**config.mk**
```make
export PLATFORM = sky130hd
export DESIGN_NAME = pulse_meas
export DESIGN_NICKNAME = d
export VERILOG_FILES = /design/src/rtl/pulse_meas.sv
export SDC_FILE = /design/constraint.sdc
export NUM_CORES = 1
export LEC_CHECK = 0
export ABC_AREA = 1
export CORE_ASPECT_RATIO = 0.9
export CORE_MARGIN = 2
export CORE_UTILIZATION = 50
export CTS_BUF_LIST = sky130_fd_sc_hd__clkbuf_8
export DETAILED_ROUTE_END_ITERATION = 12
export PLACE_DENSITY = 0.73
export SYNTH_ARGS = -nofsm -noshare
export SYNTH_HDL_FRONTEND = slang
export SYNTH_SLANG_ARGS = --single-unit
```
**constraint.sdc**
```tcl
create_clock -name clk -period 10.2 [get_ports clk]
set_clock_uncertainty 0.05 [all_clocks]
set_input_delay 2.04 -clock clk [delete_from_list [all_inputs] [get_ports clk]]
set_output_delay 2.04 -clock clk [all_outputs]
set_load 0.02 [all_outputs]
```
**src/rtl/pulse_meas.sv**
```systemverilog
// -----------------------------------------------------------------------------
// pulse_meas
//
// Measures an incoming pulse train in clk cycles. It reports the rise-to-rise
// period and the rise-to-fall high time. It also flags an input stuck HIGH or
// stuck LOW. Typical uses are loopback self-test of pulse_gen and external PWM
// capture.
//
// Build option: define PULSE_MEAS_DEGLITCH_EN to insert a 3-sample agreement
// filter after the synchronizer. With the filter, phases shorter than 3 cycles
// are ignored, and two edges of latency are added. Without it, every 1-cycle
// phase is measured.
//
// Parameters
//   CNTR_WIDTH  width of the cycle counter and of the period/high_time results
//
// Ports
//   clk         system clock
//   rst         asynchronous reset, active-high
//   en          measurement enable; 0 forces IDLE and clears the flags
//   sig_in      asynchronous pulse input (synchronized internally)
//   period      last measured rise-to-rise distance, cycles
//   high_time   last measured rise-to-fall distance, cycles
//   meas_valid  one-cycle strobe; period/high_time updated this cycle
//   const_high  input held HIGH until the counter saturated with no edge
//   const_low   input held LOW until the counter saturated with no edge
//   busy        reference rise captured (HIGH_PH or LOW_PH)
// -----------------------------------------------------------------------------
module pulse_meas #(
    parameter int CNTR_WIDTH = 32
) (
    input  logic                  clk,
    input  logic                  rst,
    input  logic                  en,
    input  logic                  sig_in,
    output logic [CNTR_WIDTH-1:0] period,
    output logic [CNTR_WIDTH-1:0] high_time,
    output logic                  meas_valid,
    output logic                  const_high,
    output logic                  const_low,
    output logic                  busy
);

    localparam logic [1:0] ST_IDLE    = 2'd0;
    localparam logic [1:0] ST_HIGH_PH = 2'd1;
    localparam logic [1:0] ST_LOW_PH  = 2'd2;

    localparam logic [CNTR_WIDTH-1:0] SAT = '1;
    localparam logic [CNTR_WIDTH-1:0] ONE = CNTR_WIDTH'(1);

    // Saturating increment: the counter never wraps, it sticks at SAT.
    function automatic logic [CNTR_WIDTH-1:0] sat_inc(input logic [CNTR_WIDTH-1:0] v);
        return (v == SAT) ? SAT : v + ONE;
    endfunction

    // ---- stage: two-flop synchronizer ----
    logic sync1_q, sync1_d;
    logic sync2_q, sync2_d;

    always_comb begin
        sync1_d = sig_in;
        sync2_d = sync1_q;
    end

    always_ff @(posedge clk or posedge rst) begin
        if (rst) begin
            sync1_q <= 1'b0;
            sync2_q <= 1'b0;
        end else begin
            sync1_q <= sync1_d;
            sync2_q <= sync2_d;
        end
    end

    // ---- stage: optional deglitch filter, produces level s and its delayed copy ----
    logic s;
    logic s_d1;

`ifdef PULSE_MEAS_DEGLITCH_EN
    logic hist1_q, hist1_d;
    logic hist2_q, hist2_d;
    logic filt_q, filt_d;

    // The filtered level follows the synchronized input only when the current
    // sample and the two before it agree. filt_q holds the previous filtered
    // level, so it also serves as s delayed by one cycle. Because the delay
    // is uniform for both edges, accepted phases keep their width.
    always_comb begin
        hist1_d = sync2_q;
        hist2_d = hist1_q;
        s       = ((sync2_q == hist1_q) && (hist1_q == hist2_q)) ? sync2_q : filt_q;
        filt_d  = s;
        s_d1    = filt_q;
    end

    always_ff @(posedge clk or posedge rst) begin
        if (rst) begin
            hist1_q <= 1'b0;
            hist2_q <= 1'b0;
            filt_q  <= 1'b0;
        end else begin
            hist1_q <= hist1_d;
            hist2_q <= hist2_d;
            filt_q  <= filt_d;
        end
    end
`else
    logic s_d1_q, s_d1_d;

    always_comb begin
        s      = sync2_q;
        s_d1_d = s;
        s_d1   = s_d1_q;
    end

    always_ff @(posedge clk or posedge rst) begin
        if (rst) begin
            s_d1_q <= 1'b0;
        end else begin
            s_d1_q <= s_d1_d;
        end
    end
`endif

    // ---- stage: edge detection, counter, FSM and result registers ----
    logic rise;
    logic fall;
    logic any_edge;

    logic [1:0]            state_q, state_d;
    logic [CNTR_WIDTH-1:0] cntr_q, cntr_d;
    logic [CNTR_WIDTH-1:0] high_buf_q, high_buf_d;
    logic [CNTR_WIDTH-1:0] period_q, period_d;
    logic [CNTR_WIDTH-1:0] high_time_q, high_time_d;
    logic                  meas_valid_q, meas_valid_d;
    logic                  const_high_q, const_high_d;
    logic                  const_low_q, const_low_d;

    always_comb begin
        rise     = s & ~s_d1;
        fall     = ~s & s_d1;
        any_edge = rise | fall;

        state_d      = state_q;
        cntr_d       = cntr_q;
        high_buf_d   = high_buf_q;
        period_d     = period_q;
        high_time_d  = high_time_q;
        meas_valid_d = 1'b0;
        const_high_d = const_high_q;
        const_low_d  = const_low_q;

        if (!en) begin
            state_d      = ST_IDLE;
            cntr_d       = '0;
            const_high_d = 1'b0;
            const_low_d  = 1'b0;
        end else if (!any_edge && (cntr_q == SAT)) begin
            // No edge for a full counter span: drop any partial measurement
            // and report the level the input is stuck at.
            state_d      = ST_IDLE;
            const_high_d = s;
            const_low_d  = ~s;
        end else begin
            // A rise always opens a new reference. A fall restarts the count
            // only while idle. Inside a measurement, the count keeps running
            // through the fall, so the value at the next rise is the full
            // rise-to-rise period. It also means an overlong LOW phase after a
            // measured HIGH phase saturates and raises const_low.
            if (rise || (fall && (state_q == ST_IDLE))) begin
                cntr_d = ONE;
            end else begin
                cntr_d = sat_inc(cntr_q);
            end

            if (any_edge) begin
                const_high_d = 1'b0;
                const_low_d  = 1'b0;
            end

            case (state_q)
                ST_IDLE: begin
                    if (rise) begin
                        state_d = ST_HIGH_PH;
                    end
                end
                ST_HIGH_PH: begin
                    if (fall) begin
                        state_d    = ST_LOW_PH;
                        high_buf_d = cntr_q;
                    end
                end
                ST_LOW_PH: begin
                    if (rise) begin
                        state_d = ST_HIGH_PH;
                        // A period that reached SAT is not representable as a result.
                        if (cntr_q != SAT) begin
                            period_d     = cntr_q;
                            high_time_d  = high_buf_q;
                            meas_valid_d = 1'b1;
                        end
                    end
                end
                default: begin
                    state_d = ST_IDLE;
                end
            endcase
        end
    end

    always_ff @(posedge clk or posedge rst) begin
        if (rst) begin
            state_q      <= ST_IDLE;
            cntr_q       <= '0;
            high_buf_q   <= '0;
            period_q     <= '0;
            high_time_q  <= '0;
            meas_valid_q <= 1'b0;
            const_high_q <= 1'b0;
            const_low_q  <= 1'b0;
        end else begin
            state_q      <= state_d;
            cntr_q       <= cntr_d;
            high_buf_q   <= high_buf_d;
            period_q     <= period_d;
            high_time_q  <= high_time_d;
            meas_valid_q <= meas_valid_d;
            const_high_q <= const_high_d;
            const_low_q  <= const_low_d;
        end
    end

    assign period     = period_q;
    assign high_time  = high_time_q;
    assign meas_valid = meas_valid_q;
    assign const_high = const_high_q;
    assign const_low  = const_low_q;
    assign busy       = (state_q == ST_HIGH_PH) || (state_q == ST_LOW_PH);

endmodule

```
After elaboration in Yosys (flattened, before gate mapping)
Cells that the tools add are included.

Latch bits: 0. Memory bits (read-only): 0. Output and inout bits: 68. Input bits: 4. Memory bits (writable): 0. Memories kept: 0. Register bits: 136. Word-level logic and storage cells: 55.

Multipliers: 0. $lt $le $gt $ge: 0. Equal/unequal tests: 8. Reduce and logical (&&, ||, !) cells: 10. Multiplexer cells: 19. Bitwise logic cells: 6. Divide/modulo/power cells: 0. $add $sub $neg: 1. Shifts and indexed selects: 0.

Operator list (count): 32-bit two-way mux (4); 32-bit by 1-bit adder with 32-bit output, second input constant (1); 32-bit == test, second input constant (1); 32-bit != test, second input constant (1); 1-bit two-way mux (10); 2-bit two-way mux (4); 5-bit AND reduction (1); 4-bit by 2-bit != test with 1-bit output, second input constant (1); 4-bit != test, second input constant (1); 2-bit one-hot mux with 2 select lines (1); 4-bit AND reduction (1); 3-bit by 1-bit != test with 1-bit output, second input constant (1); 1-bit inverter (3); 1-bit AND (2); 2-bit by 1-bit == test with 1-bit output, second input constant (1); 2-bit == test, second input constant (1); 1-bit logical AND (2); 2-bit zero test (1); 1-bit logical OR (2); 2-bit != test, second input constant (1); 2-bit AND reduction (1); 2-bit OR reduction (1); 1-bit zero test (1); 1-bit OR (1).

Logic depth before layout (Yosys ltp)
Gate-level depths: netlist of run 1.

Depth after elaboration: 7. Depth in mapped cells: 11. Gate-level depth less buffers: 10.

Worst setup path after synthesis of run 1
No wires, ideal clock.

Kind: in2reg. From: in en. To: reg cntr_q[19]. Stages on the path: 6. Required time: 10081 ps. Data arrival time: 2815 ps. Setup slack: 7266 ps. Buffers on the path: 2. Library setup time: 69 ps. Cell sequence: buf_2 nand2_1 nor2_1 buf_6 nand2_1 nand2_1.

Word-level cells in the longest chain between the ends: 1. Elaborated cells on any way between the ends: 2. Classes of those cells: eq/ne (1); mux (1).

RTL lines: start, declared (line 34) `input logic en,`; 2-bit != test (no line) / 32-bit two-way mux (equally long branches); end signal, assigned (line 223) `cntr_q <= cntr_d;`; end, declared (line 131) `logic [CNTR_WIDTH-1:0] cntr_q, cntr_d;`.

Several ways; a longest one is shown, not always the timed one. A chain may end at the register's enable or synchronous reset.

Worst setup path after layout of run 1
From: in en. To: reg high_time_q[28], in the netlist high_time[28].

Word-level cells in the longest chain between the ends: 1.

RTL lines: 5-bit AND reduction (no line); end signal, assigned (line 226) `high_time_q <= high_time_d;`; end, declared (line 134) `logic [CNTR_WIDTH-1:0] high_time_q, high_time_d;`.

No other way between the ends.

==> out/qor.txt, run 1 <==
Status - finished clean
Final hold viol count - 0
Die Ht - 109 µm
Setup TNS - 0 ns
Port bufs - 71
Slew HR - 0.221
Simple-gate share of the synthesized area - 0.294
Final setup violation count - 0
Slowest cell on crit path - clkdlybuf4s50_1
Post-synthesis compound-gate area fraction - 0.0688
Reg2Reg Setup Slack - 7.23 ns
# resized after CTS - 0
Layout cells sized above 1 - 0.0531
N_diodes - 0
Post-route minimum period - 4.09 ns
Crit Reg-Reg Startpoint - cntr_q[0]
Synthesized Nets - 765
Rows - 38
CTS clk-pin slew, worst paths - 0.07 ns
Fin. max-slew vios - 0
CTS tree - built
Met3 usage - 0.0544
Largest stage delay on the critical path - 0.71 ns
Area leader, netlist - dfrtp_1
ANT nets after route - 0
CTS root buf - clkbuf_8
RSZ-0062 raised after global routing - false
All-layer global routing usage - 0.236
Adder-cell share of the synthesized area - 0.0143
Worst Setup EP - high_time[28]
Fmax - 244 MHz
Yosys top cell area share - 0.554
Die extent in x - 121 µm
Largest family of logic cells by synthesized area - simple AND/OR/NAND/NOR gates
Startpoint Class - input port
RR Endpoint - high_time[28]
Grt total ovfl - 0
Multiplexer share of the synthesized area - 0
CP startpoint - en
Number of global-route vias before repair - 4847
Syn avg cell area - 8.15 µm²
# hold bufs at CTS - 0
Clock buffer depth - 2
Syn Std Cell Area - 0.00615 mm²
Final Cycle Share - 0.401
CP cell instances - clkdlybuf4s50_1 -> and3_1 -> nand2_4 -> inv_2 -> nand2_1 -> nand2_1
Total iterations of the first detailed-routing run - 5
Leak - 3.54 nW
Gr busiest metal - met2
Via/cell ratio - 5.18
Register bit total from synthesis - 136
Worst Path Required - 10.54 ns
Area delta synth->final - 17.5%
Worst R2R Path Depth - 10
Setup Buffers After CTS - 0
Max-Cap Viols - 0
Post-Route WL - 14500 µm
Synth area leaders - dfrtp_1, nand2_1, o21ai_0
GR Util met2 - 0.351
Met1 usage - 0.339
Initial Utilization - 0.511
Most common cell after layout, fill and taps aside - nand2_1
Worst min-delay path class - flop to flop
First-pass GRT wire length - 24100 µm
1st-iter DRT viols - 653
Largest net degree at the start of global routing - 98
Clock latency on the worst-skew pair - 0.46 ns
Clock sink total - 136
Core footprint - 0.0120 mm²
Tightest Pin Transition - 1.17 ns
Drt wl/cell - 14.6 µm
Critical path type - input port to flop
Ys Warns - 0
Routability Congestion - 0.891
DIE AREA - 0.0132 mm²
Crit path top cell by count - nand2_1
Crit. End Element - flop
H-tree depth - 4
Post-route DRC - 0
Crit path max fanout - 97
Nets - 829
Register area share after synthesis - 0.554
Most frequent cells in the layout - nand2_1, dfrtp_1, clkdlybuf4s50_1
Initial antenna violation count - 0
Cell count after synthesis - 754
DP HPWL - 9820 µm
Post-Synth XOR/XNOR Area - 0.00428
CP arrival - 4.44 ns
Synth cell types - 28
Io pins - 72
Via count - 5120
Fin util - 0.600
VDD IR max - 120 µV
Power per Cell Area - 143 mW/mm²
CTS Buf Count - 17
-- state kept, by name, indices dropped and copies added (netlist names), 2 cells and up --
signal / count
cntr_q: 32
high_buf_q: 32
high_time: 32
period: 32
state_q: 2
-- worst max-delay path, delay by kind of cell --
kind	cells	cell delay, ns
buf+inv	2	1.39
simple gates	4	0.95
-- cells by family after synthesis --
family / Yosys count
flip-flops: 136
adder cells (fa/ha/maj): 7
XOR/XNOR: 3
AND/OR/NAND/NOR: 442
AO/OA/AOI/OAI: 83
buffers and inverters: 83
-- cell type report --
cell class              count  area (µm²)
clock buffers              18         248
clock inverters            12        91.3
fillers                  1053        4810
inverters                  55         209
multi-input cells         535        2350
flip-flops and latches    136        3400
well taps                 160         200
repair buffers             73         726
-- Yosys cell counts (all sizes together) --
cell type / number
nand2: 335
dfrtp: 136
o21ai: 75
nor2: 57
inv: 55
nand3: 45
buf: 23
ha: 7
a21oi: 5
clkbuf: 5
xor2: 3
nand3b: 2
nand4: 2
and3: 1
o21a: 1
o221ai: 1
o22ai: 1
-- where the power goes --
group | switching, W | internal, W
logic | 0.0000520 | 0.0000262
registers | 0.00000901 | 0.000550
clock network | 0.000202 | 0.000191
-- how the worst min path moves through the flow --
stage                     startpoint  end  slack, ns  depth (start not counted)
final                        sync1_q    s       0.29                          0
after global routing         sync1_q    s       0.32                          0
after CTS                    sync1_q    s       0.30                          0
after detailed placement     sync1_q    s       0.29                          0
after global placement       sync1_q    s       0.29                          0
after floorplan              sync1_q    s       0.28                          0
-- stage by stage --
stage,instances,instance area [µm²],power (W),hold slack [ns],setup WS (ns)
3_5_place_dp,959,6880,0.000648,0.288,5.65
4_1_cts,989,7220,0.00104,0.298,6.12
3_3_place_gp,959,6880,0.000645,0.286,5.76
6_report,989,7220,0.00103,0.293,6.11
2_1_floorplan,754,6150,0.000625,0.281,4.47
5_1_grt,989,7220,0.00107,0.323,5.87
-- per-layer routing --
metal / up-vias / wire length [µm]
li1: 2488 / -
met1: 2411 / 6970
met2: 192 / 6300
met3: 29 / 935
met4: 0 / 270
met5: - / 0
Power figures use the tool's default switching activity.
==> inputs of run 2 (changes only) <==
- clock period: 10.2 -> 4.1 ns (I/O delays scaled with it)
==> run 2 against run 1 <==
Compared with the run above:
- combinational power grew to 2.5 times the previous value
- cell count increased by 0.51%
- register-to-register slack worse by 5.8 ns
- sequential power rose by 150%
- via count is 0.61% lower
- clock power rose to 2.6 times the previous value
- routed wire length decreased by 1.2%
- global-route usage fell by 0.072 points
- first-iteration DRC count down 22%
- power increased to 2.5 times the previous value
==> out/qor.txt, run 2 (same netlist as run 1, synthesis figures left out) <==
Status - finished clean
Leak - 3.55 nW (+0.32%)
Initial antenna violation count - 0 (unchanged)
Clock buffer depth - 2 (unchanged)
Critical path type - flop to output pin
Setup Buffers After CTS - 0 (unchanged)
Post-route minimum period - 2.68 ns
Routability Congestion - 0.901 (+1.1%)
Final setup violation count - 0 (unchanged)
Final Cycle Share - 0.655
Hold Crit Start - sync1_q
Total iterations of the first detailed-routing run - 5 (unchanged)
Crit. End Element - output pin
Slew HR - 0.250 (+0.0287)
Max-Cap Viols - 0 (unchanged)
Largest net degree at the start of global routing - 68 (-31%)
Placed cell area - 0.00692 mm² (+0.53%)
Post-Route WL - 14300 µm (-1.2%)
Layout Cells excl Fill - 994 (+0.51%)
N_diodes - 0 (unchanged)
Tightest Pin Transition - 1.12 ns (-0.0458 ns)
Post-route DRC - 0 (unchanged)
DIE AREA - 0.0132 mm² (unchanged)
RSZ-0062 raised after global routing - false
Setup TNS - 0 ns (unchanged)
CTS Buf Count - 17 (unchanged)
Via count - 5089 (-0.61%)
H-tree depth - 4 (unchanged)
Layout cells sized above 1 - 0.0635 (+0.0105)
Via/cell ratio - 5.12 (-1.1%)
CTS root buf - clkbuf_8
Crit path max fanout - 3 (-97%)
Startpoint Class - flop
All-layer global routing usage - 0.235 (-0.000718)
Die extent in x - 121 µm (unchanged)
Fillers - 1071 (+1.7%)
Drt wl/cell - 14.4 µm (-1.7%)
Reg2Reg Setup Slack - 1.45 ns (-5.78 ns)
# hold bufs at CTS - 0 (unchanged)
Worst hold stages - 0 (unchanged)
# resized after CTS - 0 (unchanged)
Clock sink total - 136 (unchanged)
Area delta synth->final - 18.7%
Core footprint - 0.0120 mm² (unchanged)
Worst R2R Path Depth - 9 (-1)
Worst slack, placed - 1.12 ns (-4.53 ns)
Number of global-route vias before repair - 4690 (-3.2%)
Finished Cell Area - 0.00729 mm² (+0.97%)
Crit Reg-Reg Startpoint - cntr_q[0]
Hold endpoint - s
Most frequent cells in the layout - nand2_1, dfrtp_1, clkdlybuf4s50_1
Power per Cell Area - 360 mW/mm² (+150%)
VDD IR max - 210 µV (+76%)
Final hold viol count - 0 (unchanged)
Grt total ovfl - 0 (unchanged)
CTS tree - built
Fin util - 0.606 (+0.00583)
DP Cell Count - 962 (+0.31%)
Fin. max-slew vios - 0 (unchanged)
Most common cell after layout, fill and taps aside - nand2_1
Initial Utilization - 0.511 (unchanged)
Die Ht - 109 µm (unchanged)
1st-iter DRT viols - 510 (-22%)
Port bufs - 71 (unchanged)
Worst Path Required - 3.23 ns (-7.31 ns)
Rows - 38 (unchanged)
Io pins - 72 (unchanged)
Clock latency on the worst-skew pair - 0.44 ns (-0.02 ns)
CP arrival - 1.81 ns (-2.63 ns)
CTS clk-pin slew, worst paths - 0.08 ns (about the same)
First-pass GRT wire length - 23900 µm (-0.80%)
Fmax - 373 MHz
Nets - 832 (+0.36%)
ANT nets after route - 0 (unchanged)
Worst min-delay path class - flop to flop
Final setup margin - 1.42 ns (-4.69 ns)
DP HPWL - 9940 µm (+1.2%)
RR Endpoint - cntr_q[26]
[run 2: worst max path at each step]
stage | start | to | slack [ns] | cells past startpoint
2_1_floorplan | rst | cntr_q[0] | 1.54 | 1
3_3_place_gp | en | high_time[26] | 1.22 | 6
3_5_place_dp | en | high_time[12] | 1.12 | 6
4_1_cts | state_q[1] | busy | 1.40 | 3
5_1_grt | cntr_q[0] | cntr_q[26] | 1.25 | 9
6_report | state_q[1] | busy | 1.42 | 3
[run 2: layer usage]
metal | global-route usage | vias up | wire, µm
met5 | 0 | - | 0
met4 | 0.0731 | 0 | 180
met3 | 0.0528 | 13 | 875
met2 | 0.350 | 166 | 6310
met1 | 0.345 | 2407 | 6930
li1 | - | 2503 | -
[run 2: critical path, cell delays in order (launching register included)]
cell             delay, ns
dfrtp_1               0.41
inv_1                 0.10
ha_1                  0.28
clkdlybuf4s50_1       0.60
[run 2: final cells by class]
cell class,instances,area [µm²],area share
clock buffer,18,248,0.0340
clock inverter,14,125,0.0172
tap,160,200,0.0274
timing repair buffer,76,761,0.104
inverter,55,210,0.0288
sequential,136,3400,0.467
multi-input combinational,535,2350,0.322
[run 2: per-stage QoR]
stage,power (W),hold slack [ns]
CTS,0.00265,0.315
detailed placement,0.00162,0.299
global route,0.00274,0.316
floorplan,0.00156,0.281
finish,0.00263,0.311
global placement,0.00161,0.287
[run 2: report_power, final]
group / internal (W) / total, W / switching [W] / leakage (nW)
Sequential: 0.00137 / 0.00139 / 0.0000235 / 1.89
Combinational: 0.0000690 / 0.000199 / 0.000130 / 1.49
Clock: 0.000498 / 0.00104 / 0.000538 / 0.179
Total: 0.00193 / 0.00263 / 0.000692 / 3.55
==> inputs of run 3 (changes only) <==
- PLACE_DENSITY: 0.73 -> 0.75
- clock period: 4.1 -> 2.33 ns (I/O delays scaled with it)
==> run 3 against run 2 <==
Compared with the run above:
- via count down 1.2%
- routed wire length fell by 0.37%
- non-clock buffer count up 8
- clock power grew 92%
- critical path depth grew 7
- combinational power increased by 79%
- worst setup slack got worse by 1.2 ns
- global-route usage about the same
- design area increased by 2.2%
- sequential share of layout area shrank 1.0 points
- critical path type is now flop to flop
- largest cell class unchanged
==> out/qor.txt, run 3 (same netlist as run 1, synthesis figures left out) <==
Fin. max-slew vios - 0 (unchanged)
CTS clk-pin slew, worst paths - 0.08 ns (about the same)
Comb power frac - 0.074 (-0.002)
Worst Path Required - 2.67 ns (-0.56 ns)
Crit path top cell by count - nand2_1
Int Pwr - 0.00365 W (+89%)
CP cell instances - ha_1 -> nand2_2 -> nor2_4 -> nand2_4 -> nor2_8 -> nand2_1 -> buf_12 -> nand3_1 -> nand2_1 -> nand2_1
Power per Cell Area - 644 mW/mm² (+79%)
Area delta synth->final - 21.3%
# hold bufs at CTS - 0 (unchanged)
First-pass GRT wire length - 23900 µm (about the same)
Leak - 3.67 nW (+3.3%)
H-tree depth - 4 (unchanged)
Clock sink total - 136 (unchanged)
Via/cell ratio - 5.02 (-2.0%)
Clock buffer depth - 2 (unchanged)
DP HPWL - 10100 µm (+1.1%)
CTS tree - built
Startpoint Class - flop
Clock power share - 0.417 (+0.023)
Hold Crit Start - sync1_q
Initial Utilization - 0.511 (unchanged)
# resized after CTS - 1 (+1)
N_diodes - 0 (unchanged)
Setup TNS - 0 ns (unchanged)
Total iterations of the first detailed-routing run - 5 (unchanged)
Slew HR - 0.642 (+0.392)
Via count - 5026 (-1.2%)
CTS root buf - clkbuf_8
CTS Buf Count - 17 (unchanged)
1st-iter DRT viols - 549 (+7.6%)
Number of global-route vias before repair - 4711 (+0.45%)
Sw Ratio - 0.239 (-0.0250)
VDD IR max - 381 µV (+81%)
DIE AREA - 0.0132 mm² (unchanged)
ANT nets after route - 0 (unchanged)
Routability Congestion - 0.904 (+0.36%)
Status - finished clean
CP arrival - 2.41 ns (+0.60 ns)
Post-route minimum period - 2.08 ns
Drt wl/cell - 14.2 µm (-1.2%)
All-layer global routing usage - 0.235 (about the same)
Sequential share of power - 0.509 (-0.021)
Most frequent cells in the layout - nand2_1, dfrtp_1, clkdlybuf4s50_1
Final setup violation count - 0 (unchanged)
Io pins - 72 (unchanged)
Fillers - 1022 (-4.6%)
Core footprint - 0.0120 mm² (unchanged)
Layout Cells excl Fill - 1002 (+0.80%)
Post-route DRC - 0 (unchanged)
Largest stage delay on the critical path - 0.45 ns (-0.15 ns)
Setup Buffers After CTS - 0 (unchanged)
Psw - 0.00115 W (+65%)
RSZ-0062 raised after global routing - false
Final Cycle Share - 0.891
Critical path type - flop to flop
Slowest cell on crit path - dfrtp_1
DP Cell Count - 970 (+0.83%)
Final hold viol count - 0 (unchanged)
Max-Cap Viols - 0 (unchanged)
Die extent in x - 121 µm (unchanged)
Fmax - 482 MHz
Initial antenna violation count - 0 (unchanged)
Crit path max fanout - 21 (+18)
Grt total ovfl - 0 (unchanged)
RR Endpoint - cntr_q[31]
Layout cells sized above 1 - 0.0665 (+0.00296)
Crit Reg-Reg Startpoint - cntr_q[0]
Rows - 38 (unchanged)
Clock latency on the worst-skew pair - 0.44 ns (about the same)
Worst min-delay path class - flop to flop
Hold endpoint - s
Die Ht - 109 µm (unchanged)
Reg2Reg Setup Slack - 0.25 ns (-1.20 ns)
Largest net degree at the start of global routing - 65 (-4.4%)
Worst hold stages - 0 (unchanged)
Worst R2R Path Depth - 10 (+1)
Tightest Pin Transition - 0.537 ns (-0.586 ns)
Post-Route WL - 14200 µm (-0.37%)
Most common cell after layout, fill and taps aside - nand2_1
Crit. End Element - flop
Nets - 840 (+0.96%)
Port bufs - 71 (unchanged)
-- run 3: cell types whose count changed in the layout (fill, tap and decap cells not counted), sizes merged --
cell,before,now
bufinv,1,3
clkdlybuf4s50,71,70
dlygate4sd2,0,1
clkinv,5,3
clkbuf,18,20
buf,5,13
clkinvlp,6,2
inv,57,59
-- run 3: worst max-delay path by stage --
stage	cells after the start	to	startpoint
global placement	6	high_time[26]	en
CTS	3	busy	state_q[0]
floorplan	1	cntr_q[0]	rst
finish	10	cntr_q[31]	cntr_q[0]
global route	10	cntr_q[18]	cntr_q[0]
detailed placement	6	high_time[11]	en
-- run 3: metal layers --
layer | global-route usage | vias up | routed length, µm
li1 | - | 2508 | -
met1 | 0.346 | 2353 | 6940
met2 | 0.346 | 153 | 6390
met3 | 0.0492 | 12 | 783
met4 | 0.0831 | 0 | 134
met5 | 0 | - | 0
-- run 3: power groups by stage --
stage | Sequential (W) | Clock, W | Combinational [W]
after global placement | 0.00249 | 0 | 0.000353
after floorplan | 0.00250 | 0 | 0.000241
after detailed placement | 0.00249 | 0 | 0.000367
after CTS | 0.00244 | 0.00204 | 0.000362
after global routing | 0.00245 | 0.00214 | 0.000400
final | 0.00244 | 0.00200 | 0.000357
-- run 3: final cells by class --
cell class	instances	area, µm²	area share
Sequential cell	136	3400	0.457
Clock buffer	20	275	0.0369
Inverter	55	210	0.0282
Timing Repair Buffer	84	882	0.118
Multi-Input combinational cell	535	2350	0.315
Tap cell	160	200	0.0269
Clock inverter	12	135	0.0181
-- run 3: metrics by stage --
step | cell area (µm²) | setup slack [ns] | util | hold slack, ns | power [W]
2_1_floorplan | 6150 | 0.121 | - | 0.281 | 0.00274
6_report | 7450 | 0.254 | 0.620 | 0.309 | 0.00480
3_5_place_dp | 7040 | 0.303 | 0.586 | 0.297 | 0.00285
5_1_grt | 7450 | 0.0747 | 0.620 | 0.315 | 0.00498
3_3_place_gp | 7040 | 0.360 | 0.586 | 0.289 | 0.00284
4_1_cts | 7450 | 0.251 | 0.620 | 0.311 | 0.00484
-- run 3: critical path, delay by kind of cell (launching register included) --
family	cells	cell delay, ns
and+or+nand+nor	8	1.00
DFF	1	0.45
buffers and inverters	1	0.28
adders and majority gates	1	0.22
